[src/rtl/rf_write_arbiter.sv]
// rf_write_arbiter: round-robin arbiter sharing the register-file write port among NREQ requesters.
// Define WB_FORWARD_EN to add combinational forwarding of the staged write to two read selects.
module rf_write_arbiter #(
    parameter int NREQ = 2,
    parameter int AW   = 5,
    parameter int DW   = 32,
    parameter int CW   = 16,
    localparam int IW  = $clog2(NREQ)
) (
    input  logic                 CLK,
    input  logic                 nRST,
    input  logic [NREQ-1:0]      req_valid,
    input  logic [NREQ*AW-1:0]   req_wsel,
    input  logic [NREQ*DW-1:0]   req_wdat,
    output logic [NREQ-1:0]      req_ready,
    input  logic                 halt,
    output logic                 rf_WEN,
    output logic [AW-1:0]        rf_wsel,
    output logic [DW-1:0]        rf_wdat,
    output logic [IW-1:0]        grant_id,
    output logic [CW-1:0]        conflict_cnt
`ifdef WB_FORWARD_EN
    ,
    input  logic [AW-1:0]        rsel1,
    input  logic [AW-1:0]        rsel2,
    output logic                 fwd1_hit,
    output logic                 fwd2_hit,
    output logic [DW-1:0]        fwd1_dat,
    output logic [DW-1:0]        fwd2_dat
`endif
);
    logic [IW-1:0] ptr_q, ptr_d, gid_q, gnt_idx;
    logic          gnt_any, gnt, wen_q, wen_d, busy;
    logic [AW-1:0] wsel_q, win_wsel;
    logic [DW-1:0] wdat_q, win_wdat;
    logic [CW-1:0] cnt_q, cnt_d;

    // Scan farthest-first so the nearest valid index from ptr_q wins.
    always_comb begin
        gnt_any = 1'b0;
        gnt_idx = ptr_q;
        for (int k = NREQ - 1; k >= 0; k--) begin
            if (req_valid[(int'(ptr_q) + k) % NREQ]) begin
                gnt_any = 1'b1;
                gnt_idx = IW'((int'(ptr_q) + k) % NREQ);
            end
        end
    end

    assign gnt       = gnt_any && !halt && nRST;
    assign req_ready = gnt ? (NREQ'(1) << gnt_idx) : '0;
    assign win_wsel  = req_wsel[int'(gnt_idx)*AW +: AW];
    assign win_wdat  = req_wdat[int'(gnt_idx)*DW +: DW];
    // r0 is hard-wired to zero, so such writes complete the handshake but never reach the rf.
    assign wen_d     = gnt && (win_wsel != '0);
    assign ptr_d     = gnt ? ((gnt_idx == IW'(NREQ - 1)) ? '0 : gnt_idx + 1'b1) : ptr_q;
    assign busy      = !halt && ($countones(req_valid) > 1);
    assign cnt_d     = (busy && cnt_q != '1) ? cnt_q + 1'b1 : cnt_q;

    always_ff @(posedge CLK or negedge nRST) begin
        if (!nRST) begin
            wen_q  <= 1'b0;
            wsel_q <= '0;
            wdat_q <= '0;
            gid_q  <= '0;
            ptr_q  <= '0;
            cnt_q  <= '0;
        end else begin
            wen_q <= wen_d;
            ptr_q <= ptr_d;
            cnt_q <= cnt_d;
            if (gnt) begin
                wsel_q <= win_wsel;
                wdat_q <= win_wdat;
                gid_q  <= gnt_idx;
            end
        end
    end

    assign rf_WEN       = wen_q;
    assign rf_wsel      = wsel_q;
    assign rf_wdat      = wdat_q;
    assign grant_id     = gid_q;
    assign conflict_cnt = cnt_q;

`ifdef WB_FORWARD_EN
    assign fwd1_hit = wen_q && (wsel_q == rsel1) && (rsel1 != '0);
    assign fwd2_hit = wen_q && (wsel_q == rsel2) && (rsel2 != '0);
    assign fwd1_dat = fwd1_hit ? wdat_q : '0;
    assign fwd2_dat = fwd2_hit ? wdat_q : '0;
`endif
endmodule

[config.mk]
export PLATFORM = sky130hd
export DESIGN_NAME = rf_write_arbiter
export DESIGN_NICKNAME = d
export VERILOG_FILES = /design/src/rtl/rf_write_arbiter.sv
export SDC_FILE = /design/constraint.sdc
export NUM_CORES = 1
export LEC_CHECK = 0
export BUFFER_PORTS_ARGS = -buffer_cell sky130_fd_sc_hd__buf_2
export CAP_MARGIN = 20
export CORE_MARGIN = 4
export CORE_UTILIZATION = 48
export DETAILED_ROUTE_END_ITERATION = 8
export PLACE_DENSITY = 0.85
export SLEW_MARGIN = 20
export SYNTH_ARGS = -nofsm -noshare
export SYNTH_HDL_FRONTEND = slang
export SYNTH_SLANG_ARGS = --single-unit
[constraint.sdc]
create_clock -name CLK -period 2.8 [get_ports CLK]
set_input_delay 0.28 -clock CLK [delete_from_list [all_inputs] [get_ports CLK]]
set_output_delay 0.28 -clock CLK [all_outputs]
set_load 0.05 [all_outputs]
Yosys cells after proc, flatten, opt, wreduce, memory -nomap -nowiden. Cells that the tools add are included.

Register bits: 56. Output and inout port bits: 57. Logic and storage cells: 37. Input bits: 79.

Shift-type cells: 3. Multipliers: 1. Magnitude comparators: 3. Reduce and logical (&&, ||, !) cells: 7. Multiplexer cells: 11. Bitwise operators: 1. Eq/ne operators: 1. $add $sub $neg: 4.

Operators by type and width (number): 64-bit by 7-bit indexed part select with 32-bit output (1); 16-bit by 1-bit adder with 16-bit output, second input constant (1); 16-bit inequality test, second input constant (1); 1-bit 2-to-1 mux (10); 10-bit by 5-bit indexed part select with 5-bit output (1); 1-bit logical AND (5); 5-bit nonzero test (1); 1-bit by 3-bit multiplier with 4-bit output, second input constant (1); 2-bit by 3-bit < comparator with 1-bit output, second input constant (1); 1-bit adder, second input constant (2); 1-bit by 1-bit adder with 2-bit output (1); 2-bit by 1-bit greater-than comparator with 1-bit output, second input constant (1); 1-bit by 2-bit < comparator with 1-bit output, second input constant (1); 2-bit 2-to-1 mux (1); 1-bit by 1-bit << shifter with 2-bit output, first input constant (1); 1-bit AND, first input constant (1); 1-bit zero test (1).

Depth between registers and ports, before layout.
Word-level depth: 11. Gate-level depth with buffers: 6.

Worst setup path before layout. No wires, ideal clock.

Path kind: flip-flop to flip-flop. Start: register cnt_q[0] (netlist: conflict_cnt[0]). End: register cnt_q[1] (netlist: conflict_cnt[1]). Cell stages (with the launch flop): 6. Path slack: 0.844 ns. Arrival time: 1.832 ns. Buffers on the path: 0. Path through: dfrtp_1 -> ha_1 -> nand4_1 -> nor4_4 -> nor2_1 -> mux2_2.

Cells in the longest elaborated chain, start to end: 2. Elaborated cells between the ends (all ways): 3.

RTL lines: start: declaration (RTL line 36) `logic [CW-1:0] cnt_q, cnt_d;`; start signal: assignment (RTL line 71) `cnt_q <= cnt_d;`; branches (longest 2 deep; another with 16-bit by 1-bit adder with 16-bit output).

Several ways; the timed one is not identified. A chain may end at the register's enable or synchronous reset.

Worst setup path after layout.
Start: register ptr_q. End: output req_ready[1].

Cells in the longest elaborated chain, start to end: 9. Elaborated cells between the ends (all ways): 14.

RTL lines: start: declaration (RTL line 32) `logic [IW-1:0] ptr_q, ptr_d, gid_q, gnt_idx;`; start signal: assignment (RTL line 70) `ptr_q <= ptr_d;`; 1-bit adder (RTL line 43, 45); 1-bit 2-to-1 mux (implied by the code) (3 in series) (RTL line 43) `if (req_valid[(int'(ptr_q) + k) % NREQ]) begin`; 1-bit 2-to-1 mux (2 in series) (RTL line 43); 1-bit logical AND (2 in series) (RTL line 50) `assign gnt = gnt_any && !halt && nRST;`; 2-bit 2-to-1 mux * (RTL line 51) `assign req_ready = gnt ? (NREQ'(1) << gnt_idx) : '0;`; end: declaration (RTL line 15) `output logic [NREQ-1:0] req_ready,`.

Mark *: on every way between the ends. The rest lies on a longest branch, timed or not. The select of a mux whose other input is x is not followed.

==> results.json <==
{
  "slowest_stage": "maj3_1",
  "grt_use_total": 0.204,
  "r2r_start": "conflict_cnt[0]",
  "vias_per_cell": 5.29,
  "avgRoutedWirePerCell_um": 15.0,
  "finalNetCount": 462,
  "worst_slew_pin_slew_ns": 0.689,
  "final_max_slew_viol_count": 0,
  "crit_path_end_kind": "output port",
  "routedLengthMet1_mm": 2.75,
  "rrSetupSlack_ns": 0.96,
  "power.density_nw_per_um2": 761,
  "dp_cells": 445,
  "cp_max_fo": 18,
  "power_uw": 2600,
  "place_hpwl_mm": 5.10,
  "finalHoldViolations": 0,
  "max_stage_delay_ns": 0.59,
  "cts_buffer_depth": 2,
  "drt_wl_total_mm": 6.78,
  "leakagePower_uw": 0.00187,
  "peakVddDrop_mv": 0.470,
  "cp_cell_sequence": "maj3_1 > and2_1 > buf_2",
  "synthArstFlopShare": 1.00,
  "start_kind": "flip-flop",
  "holdBufCountCts": 0,
  "post-cts-setup-buffers": 0,
  "holdCritPathClass": "in -> async",
  "cp.required_ns": 2.52,
  "htreeDepth": 2,
  "whs_ns": 0.156,
  "setup_viol": 0,
  "cts_tree": "built",
  "drv_cap": 0,
  "root_buffer": "clkbuf_8",
  "syn_nets": 331,
  "routed.top_layer": "met4",
  "timing.rr.end": "conflict_cnt[1]",
  "firstDrtPassIters": 6,
  "grt_pass1_vias": 2230,
  "yosys-top-cells-count": "nand2_1 (73), dfrtp_1 (56), a32oi_1 (32)",
  "grt_antenna_before_repair": 0,
  "path_clk_slew_ns": 0.10,
  "synth_area_leader_cell": "dfrtp_1",
  "syn_inst": 251,
  "synth_area_sq_um": 2560,
  "slew_headroom": 0.540,
  "synth-edff-count": 0,
  "vias": 2396,
  "drtAntennaViolNets": 0,
  "min_period_over_period": 0.742,
  "yosysMostFrequentCell": "nand2_1",
  "fin_crit_ns": 2.08,
  "cp.arrival_ns": 1.80,
  "fin_ws_ns": 0.724,
  "core_area_sq_um": 5140,
  "met3_length_um": 528,
  "start_util": 0.498,
  "grt_first_pass_wirelength_mm": 10.4,
  "ff2ff_path_depth": 5,
  "pre_cts_ws_ns": 0.883,
  "gr-total-overflow": 0,
  "ys_ff_latch": 56,
  "clk_latency_ns": 0.30,
  "area_growth_pct": 33.5,
  "crit_type": "reg -> out",
  "max_clock_freq_mhz": 482,
  "met2_length_mm": 3.31,
  "synth_top_area_frac": 0.547,
  "synth_area_leaders": "dfrtp_1 (55%), a32oi_1 (11%), nand2_1 (11%)",
  "initialDrtViolationCount": 53,
  "antenna_cells": 0,
  "die_y_um": 81.0,
  "ys_seq_area_frac": 0.547,
  "ys_dominant_reg_cell": "dfrtp_1",
  "route.detailed.drc": 0,
  "setup_tns_ns": 0,
  "synth_area_per_cell_sq_um": 10.2,
  "rsz0062_at_grt": "false",
  "grt_start_max_net_pins": 57,
  "io_pins": 136,
  "status": "completed",
  "die_x_um": 81.0,
  "ys.warnings.count": 0,
  "clock_sinks": 56,
  "synth_cell_types": 31,
  "gp_congestion": 0.885,
  "clock_skew_ns": 0.00697,
  "num_rows": 26,
  "drive_gt1_frac": 0.394,
  "cts_buffers": 5,
  "die_area_sq_um": 6570,
  "stdcell_count": 453,
  "ctsResizeCount": 0,
  "portBuffers": 135
}
routing by layer:
layer / global-route usage / vias up
met5: 0 / -
li1: - / 1168
met4: 0.0811 / 0
met1: 0.265 / 1112
met3: 0.0410 / 16
met2: 0.333 / 100
report_power, final:
group	internal, uW	switching [uW]
sequential	956	121
clock	266	247
combinational	240	772
worst max path at each step:
stage / startpoint / endpoint / depth (start not counted)
3_3_place_gp: req_valid[0] / rf_WEN / 5
6_report: ptr_q / req_ready[1] / 3
3_5_place_dp: req_valid[1] / rf_wsel[3] / 5
5_1_grt: ptr_q / req_ready[1] / 3
4_1_cts: ptr_q / req_ready[1] / 3
2_1_floorplan: conflict_cnt[0] / conflict_cnt[1] / 5
flip-flops by register name, summed over array words and instances, names as in the netlist:
signal / count
rf_wdat: 32
conflict_cnt: 16
rf_wsel: 5
grant_id: 1
ptr_q: 1
rf_WEN: 1
stage by stage:
stage,cell area [sq um],util
finish,3420,0.665
global route,3420,0.665
CTS,3420,0.665
detailed placement,3310,0.644
global placement,3310,0.644
floorplan,2560,-
critical path: cells and delay by family (launching register included):
kind                     cells  cell delay [ns]
AND/OR/NAND/NOR              1             0.28
buffers and inverters        1             0.21
flip-flops                   1             0.41
adder cells (fa/ha/maj)      1             0.59
kinds of logic after synthesis:
kind of cell | Yosys count | share of synthesized area
adder cells (fa/ha/maj) | 2 | 0.00880
AND/OR/NAND/NOR | 112 | 0.208
buffers and inverters | 18 | 0.0269
AO/OA/AOI/OAI | 42 | 0.134
multiplexers | 6 | 0.0239
flip-flops | 56 | 0.547
XOR/XNOR | 15 | 0.0513
cell usage in the layout, fill, tap and decap left out:
cell,instances
buf_2,135
nand2_1,73
dfrtp_1,56
a32oi_1,32
nand4_1,9
xor2_1,9
xnor2_1,6
nand3_1,5
mux2i_1,5
o21ai_0,5
nor4_1,5
clkbuf_8,5
buf_4,5
nor2_1,4
nor3_1,4
nor2b_1,2
and3_1,2
inv_1,2
or4_1,2
a21o_1,2
maj3_1,1
o21a_1,1
o311a_1,1
and2_1,1
o21ai_4,1
nand3b_4,1
or3_1,1
nor4_4,1
nor4b_1,1
nor3b_1,1
mux2_2,1
ha_1,1
bufinv_16,1
clkbuf_1,1
clkinv_2,1
final cells by class:
class | instances | area [sq um]
Timing Repair Buffer | 140 | 713
Clock inverter | 2 | 35.0
Tap cell | 70 | 87.6
Clock buffer | 6 | 72.6
Fill cell | 444 | 1720
Inverter | 2 | 7.51
Multi-Input combinational cell | 177 | 1100
Sequential cell | 56 | 1400
(Power assumes the default switching activity.)
